--- src/rtl/rf_writeback_ctrl.sv ---
// Register-file write-back controller: source-selected destination, DEPTH-stage pipeline, RAW scoreboard.
// rf_we lands DEPTH cycles after acceptance (+1 per wb_stall cycle); RF_FORWARD_EN adds youngest-data forwarding.
module rf_writeback_ctrl #(
  parameter int ADDR_W    = 4,
  parameter int DATA_W    = 16,
  parameter int DEPTH     = 2,
  parameter int LINK_REG  = 13,
  parameter int ZERO_REG  = 0,
  parameter int ZERO_DROP = 1
) (
  input  logic                   clk,
  input  logic                   rst_n,
  input  logic                   wr_valid,
  output logic                   wr_ready,
  input  logic [1:0]             wr_sel,
  input  logic [ADDR_W-1:0]      ir_addr,
  input  logic [ADDR_W-1:0]      alt_addr,
  input  logic [DATA_W-1:0]      wr_data,
  input  logic                   wb_stall,
  input  logic [ADDR_W-1:0]      rd_addr_a,
  input  logic [ADDR_W-1:0]      rd_addr_b,
  output logic                   hazard_a,
  output logic                   hazard_b,
  output logic                   rf_we,
  output logic [ADDR_W-1:0]      rf_waddr,
  output logic [DATA_W-1:0]      rf_wdata,
`ifdef RF_FORWARD_EN
  output logic [DATA_W-1:0]      fwd_data_a,
  output logic [DATA_W-1:0]      fwd_data_b,
`endif
  output logic [2**ADDR_W-1:0]   pending
);

  localparam int NREG = 2**ADDR_W;
  localparam logic [ADDR_W-1:0] LINK_A = ADDR_W'(LINK_REG);
  localparam logic [ADDR_W-1:0] ZERO_A = ADDR_W'(ZERO_REG);
  localparam bit DROP_EN = (ZERO_DROP != 0);

  logic [ADDR_W-1:0] sel_addr;
  logic              accept;

  logic [DEPTH-1:0]  stg_vld;
  logic [ADDR_W-1:0] stg_addr [DEPTH];
  logic [DATA_W-1:0] stg_data [DEPTH];
  logic [DEPTH-1:0]  stg_live;

  always_comb begin
    sel_addr = ir_addr;
    case (wr_sel)
      2'b00:   sel_addr = ir_addr;
      2'b01:   sel_addr = LINK_A;
      2'b10:   sel_addr = ZERO_A;
      default: sel_addr = alt_addr;
    endcase
  end

  assign wr_ready = !wb_stall;
  assign accept   = wr_valid && wr_ready;

  // A stall freezes every stage; otherwise stage 0 takes the request or a bubble.
  always_ff @(posedge clk or negedge rst_n) begin
    if (!rst_n) begin
      stg_vld <= '0;
      for (int k = 0; k < DEPTH; k++) begin
        stg_addr[k] <= '0;
        stg_data[k] <= '0;
      end
    end else if (!wb_stall) begin
      stg_vld[0] <= accept;
      if (accept) begin
        stg_addr[0] <= sel_addr;
        stg_data[0] <= wr_data;
      end
      for (int k = 1; k < DEPTH; k++) begin
        stg_vld[k]  <= stg_vld[k-1];
        stg_addr[k] <= stg_addr[k-1];
        stg_data[k] <= stg_data[k-1];
      end
    end
  end

  // A stage is live when it will really write; dropped zero-register writes never count.
  always_comb begin
    stg_live = '0;
    for (int k = 0; k < DEPTH; k++) begin
      stg_live[k] = stg_vld[k] && !(DROP_EN && (stg_addr[k] == ZERO_A));
    end
  end

  assign rf_we    = stg_live[DEPTH-1] && !wb_stall;
  assign rf_waddr = stg_addr[DEPTH-1];
  assign rf_wdata = stg_data[DEPTH-1];

  always_comb begin
    pending = '0;
    for (int k = 0; k < DEPTH; k++) begin
      if (stg_live[k]) pending[stg_addr[k]] = 1'b1;
    end
  end

`ifdef RF_FORWARD_EN
  logic fwd_hit_a;
  logic fwd_hit_b;

  // Scan oldest to youngest so the youngest match wins.
  always_comb begin
    fwd_hit_a  = 1'b0;
    fwd_hit_b  = 1'b0;
    fwd_data_a = '0;
    fwd_data_b = '0;
    for (int k = DEPTH-1; k >= 0; k--) begin
      if (stg_live[k] && (stg_addr[k] == rd_addr_a)) begin
        fwd_hit_a  = 1'b1;
        fwd_data_a = stg_data[k];
      end
      if (stg_live[k] && (stg_addr[k] == rd_addr_b)) begin
        fwd_hit_b  = 1'b1;
        fwd_data_b = stg_data[k];
      end
    end
  end

  assign hazard_a = pending[rd_addr_a] && !fwd_hit_a;
  assign hazard_b = pending[rd_addr_b] && !fwd_hit_b;
`else
  assign hazard_a = pending[rd_addr_a];
  assign hazard_b = pending[rd_addr_b];
`endif

endmodule

--- config.mk ---
export PLATFORM = sky130hd
export DESIGN_NAME = rf_writeback_ctrl
export DESIGN_NICKNAME = d
export VERILOG_FILES = /design/src/rtl/rf_writeback_ctrl.sv
export SDC_FILE = /design/constraint.sdc
export NUM_CORES = 1
export LEC_CHECK = 0
export CAP_MARGIN = 30
export CORE_UTILIZATION = 46
export DETAILED_ROUTE_END_ITERATION = 12
export MAX_ROUTING_LAYER = met4
export PLACE_DENSITY = 0.83
export SLEW_MARGIN = 15
export SYNTH_ARGS = -nofsm -noshare
export SYNTH_HDL_FRONTEND = slang
export SYNTH_SLANG_ARGS = --single-unit
--- constraint.sdc ---
create_clock -name clk -period 2.3 [get_ports clk]
set_input_delay 0.46 -clock clk [delete_from_list [all_inputs] [get_ports clk]]
set_output_delay 0.46 -clock clk [all_outputs]
set_load 0.005 [all_outputs]
## After elaboration in Yosys (flattened, before gate mapping)

Cells that the tools add are included.

| storage, ports and cells | value |
|---|---|
| bits in registers | 42 |
| output and inout bits | 40 |
| logic and storage cells | 39 |

| cells by class | value |
|---|---|
| order comparisons | 6 |
| equality and inequality tests | 2 |
| multiplexer cells | 11 |
| bitwise logic cells | 2 |
| reduce and logical (&&, ||, !) cells | 13 |

Operator list:

| kind | number |
|---|---|
| $mux 16 | 2 |
| $lt 4x5->1 const B | 4 |
| $or 16x16->16 | 1 |
| $pmux 4 s3 | 1 |
| $bmux 1 s4 | 2 |
| $demux 1 s4 | 2 |
| $ge 4x1->1 const B | 2 |
| $logic_not 4->1 | 2 |
| $logic_and 1x1->1 | 6 |
| $mux 1 | 4 |
| $logic_not 1->1 | 3 |
| $eq 2x1->1 const B | 1 |
| $eq 2x2->1 const B | 1 |
| $logic_not 2->1 | 1 |
| $reduce_and 2->1 | 1 |
| $not 1->1 | 1 |

## Longest topological paths before layout

| logic depth | value |
|---|---|
| word-level depth | 9 |
| gate-level depth with buffers | 6 |

## Least setup slack after synthesis

Ideal clock, no wire load.

| path | value |
|---|---|
| path type | reg-to-output |
| from | register stg_addr, in the netlist rf_waddr[0] |
| to | output hazard_a |
| arrival | 1664 ps |
| data required time | 1840 ps |
| path slack | 176 ps |
| stages on the path, launching flop included | 7 |
| path through | dfrtp_1 buf_2 or2_1 o22a_1 mux2_2 o211a_1 o31ai_1 |

| between the ends | value |
|---|---|
| word-level cells in the longest chain between the ends | 8 |
| elaborated cells between the ends (all ways) | 12 |
| classes of those cells | order compare (2); mux (5); bitwise (1); reduce/logical (4) |

Ends and longest elaborated chain:

| what | RTL line | RTL |
|---|---|---|
| start: declaration | 43 | `logic [ADDR_W-1:0] stg_addr [DEPTH];` |
| start signal: indexed assignment | 76 | `stg_addr[k] <= stg_addr[k-1];` |
| $lt 4x5->1 (not written as such) or $ge 4x1->1 (tied branches) | 97 | `if (stg_live[k]) pending[stg_addr[k]] = 1'b1;` |
| $logic_and 1x1->1 (not written as such) | 97 |  |
| $mux 1 (not written as such) | 97 |  |
| $demux 1 s4 | 97 |  |
| $or 16x16->16 (no line) | - |  |
| $mux 16 (*) | 97 |  |
| $bmux 1 s4 (*) | 126 | `assign hazard_a = pending[rd_addr_a];` |
| $mux 1 (not written as such) (*) | 126 |  |
| end: declaration | 22 | `output logic hazard_a,` |

Mark *: on every way between the ends. The rest lies on a longest branch, timed or not. The select of a mux whose other input is x is not followed.

## Worst setup path after layout

| path | value |
|---|---|
| from | register stg_addr[6] in the netlist's numbering |
| to | output hazard_a |

| between the ends | value |
|---|---|
| word-level cells in the longest chain between the ends | 9 |
| elaborated cells between the ends (all ways) | 13 |
| classes of those cells | order compare (2); mux (6); bitwise (1); reduce/logical (4) |

Ends and longest elaborated chain:

| what | RTL line |
|---|---|
| $lt 4x5->1 (not written as such) or $ge 4x1->1 (tied branches) | 97 |
| $logic_and 1x1->1 (not written as such) | 97 |
| $mux 1 (not written as such) | 97 |
| $demux 1 s4 | 97 |
| $mux 16 (*) | 97 |
| $or 16x16->16 (no line) | - |
| $mux 16 (*) | 97 |
| $bmux 1 s4 (*) | 126 |
| $mux 1 (not written as such) (*) | 126 |

Marked as above.

==> results.cfg <==
[setup_path]
worstRegToRegCells = 4
reg2reg_from = stg_addr[6]$_DFFE_PN0P_
cp-start-kind = flip-flop
reg2reg_to = rf_waddr[2]$_DFFE_PN0N_
criticalPathCategory = flip-flop to primary output
crit_fanout = 3
endpoint_kind = primary output
crit_required_ps = 1840
r2r_slack_ps = 1210
critPathArrivalTime_ps = 2190

[route]
drt_wl_total_um = 6500
vias_per_cell = 5.28
dr.pass1.iters = 6
via_count = 2253
first_iter_violations = 109
drc = 0
final_antenna_net_count = 0
wire_per_inst_um = 15.2

[sta]
period_share_pct = 115
rsz0062_at_grt = yes
worst_slack_ps = -355
hold_viol = 0
setup_viol = 5
hold_ws_ps = 127
fmax_mhz = 377
worst_pin_slew_ps = 844
period_minus_slack_ps = 2650
final_max_slew_viol_count = 0
tns_ps = -958
clock_skew_ps = 1.98
slew_headroom_pct = 43.6

[min_path]
hp-class = input pin to async pin

[cts]
clk_latency_ps = 290
cts.clk_slew.worst_paths_ps = 80
clk_path_buf_depth = 2
cts_made_buffers = 5
cts_sinks = 42
holdBufCountCts = 0
cts_root_buf = clkbuf_8
h-tree-depth = 2
cts_tree = yes

[floorplan]
fp.dieArea_um2 = 5500
die_w_um = 74.2
ios = 78
core_area_um2 = 4880
die_h_um = 74.2
rows = 25
initial_core_util_pct = 49.1

[yosys]
synth_fp_nets = 290
seq_area_frac_synth_pct = 43.9
syn_inst = 252
synth.distinct_cells = 41
netlist_area_um2 = 2390
synth_seq_cells = 42
yosysWarnings = 0
syn_avg_cell_area_um2 = 9.50

[place]
routabilityCongestion = 0.843
hpwl_um = 4600
placed_area_um2 = 3330
io_buffers = 76
post-place-ws_ps = -572

[layout]
final_layout_size_suffix_gt1_share_pct = 31.4
syn_to_final_growth_pct = 50.3
final_common_cell = nand2_1
final_cell_mix = nand2_1 (63), clkdlybuf4s50_1 (57), buf_4 (56)
design_area_um2 = 3600
antenna_cells = 0
final_nets = 397

[global_route]
gr-total-overflow = 0
grt_max_degree = 43
use_met3_pct = 4.20
antenna_found_initial = 0
use_met2_pct = 43.4
use_met1_pct = 29.9
grt_pass1_vias = 2291
grt_pass1_wl_um = 10400
grt.busiest_layer = met2
track_usage_pct = 25.5

[pwr]
switching_share_pct = 29.3
p_switching_uw = 652
powerDensity_nw_per_um2 = 618
p_seq_share_pct = 41.1
p_total_mw = 2.22
combPwrFrac_pct = 36.8
p_int_mw = 1.57
ir_drop_uv = 503
p_leak_nw = 1.73
power_frac_clock_pct = 22.2

[flow_run]
drv_cap = 0

[outcome]
status = complete, but fails checks
violations = negative setup slack
## worst max-delay path by stage
stage	from	end
2_1_floorplan	rf_waddr[0]$_DFFE_PN0N_	hazard_a
3_3_place_gp	rd_addr_a[1]	hazard_a
3_5_place_dp	rd_addr_b[1]	hazard_b
4_1_cts	stg_addr[6]$_DFFE_PN0P_	hazard_a
5_1_grt	stg_addr[6]$_DFFE_PN0P_	hazard_a
6_report	stg_addr[6]$_DFFE_PN0P_	hazard_a
## through the flow
step | cells | util (%)
6_report | 427 | 73.8
5_1_grt | 427 | 73.8
4_1_cts | 423 | 72.0
3_5_place_dp | 404 | 68.2
3_3_place_gp | 404 | 68.2
2_1_floorplan | 252 | -
## critical path, cell delays in order, from the launching register on
cell      delay [ps]
dfrtp_1          380
buf_4            130
buf_6            110
or3b_4           410
o22a_1           240
mux2i_1          150
a221oi_1         100
o31ai_1          230
buf_2            160
## flip-flops by register name, summed over array words and instances (netlist names)
register  cells
rf_wdata     16
stg_data     16
rf_waddr      4
stg_addr      4
stg_vld       2
## cell type report
| cell class | instances | area (µm²) |
|---|---|---|
| Fill cell | 356 | 1280 |
| Timing Repair Buffer | 136 | 1210 |
| Multi-Input combinational cell | 166 | 1130 |
| Sequential cell | 42 | 1050 |
| Tap cell | 67 | 83.8 |
| Clock buffer | 6 | 82.6 |
| Inverter | 8 | 30.0 |
| Clock inverter | 2 | 12.5 |
## cells in the mapped netlist
cell type,count,area share [%]
o31ai_1,2,0.63
nor2b_1,3,0.78
nand3_1,3,0.63
nand3b_2,1,0.47
nand2b_1,3,0.78
inv_2,1,0.16
nand4b_1,2,0.73
o22a_2,1,0.42
o311ai_0,2,0.73
buf_1,1,0.16
buf_2,2,0.42
nor3b_1,2,0.63
clkbuf_1,7,1.1
o311ai_1,2,0.73
mux2i_1,2,0.84
nand3b_1,3,0.94
nor2_1,2,0.31
nand2_1,63,9.9
o211ai_1,1,0.31
o21ai_0,8,1.7
o311a_1,1,0.42
buf_6,3,1.4
mux2_2,22,10
nor3_1,4,0.84
a31oi_1,1,0.26
a22o_1,2,0.73
o22a_1,4,1.5
or3b_1,2,0.73
xor2_1,8,2.9
or3_1,2,0.52
or2_1,1,0.26
or2_4,1,0.37
inv_1,7,1.1
a221oi_1,2,0.73
o211a_1,2,0.84
or2b_2,1,0.37
dfrtp_1,42,44
conb_1,1,0.16
buf_4,21,6.6
o22ai_1,12,3.1
clkbuf_4,2,0.63
## power by group through the flow
stage                     clock network (mW)  registers [mW]  logic [mW]
after floorplan                            0           0.917       0.378
after global placement                     0           0.922       0.707
after detailed placement                   0           0.928       0.729
after CTS                              0.507           0.912       0.770
after global routing                   0.535           0.928       0.879
final                                  0.493           0.913       0.818
## metal layers
| metal | share of wire, % | vias to the layer above |
|---|---|---|
| met5 | 0 | - |
| met4 | 2.6 | 0 |
| met3 | 6.7 | 22 |
| li1 | - | 1057 |
| met1 | 40 | 1060 |
| met2 | 50 | 114 |
## cells by family (layout without fill, tap and decap cells)
| kind of cell | after synthesis | count (layout) | synth area share (%) |
|---|---|---|---|
| flip-flops | 42 | 42 | 43.9 |
| buffers and inverters | 44 | 152 | 11.5 |
| AO/OA/AOI/OAI | 40 | 40 | 12.1 |
| other | 1 | 1 | 0.157 |
| multiplexers | 24 | 24 | 11.2 |
| XOR/XNOR | 8 | 8 | 2.93 |
| AND/OR/NAND/NOR | 93 | 93 | 18.2 |
## what timing repair did
item | in CTS | in global routing
endpoints found under the setup margin | 13 | 8
setup buffers | 11 | 3
pin swaps | 6 | 6
resized for setup | 34 | 19
Note: power is estimated with default switching activity, not from simulation.
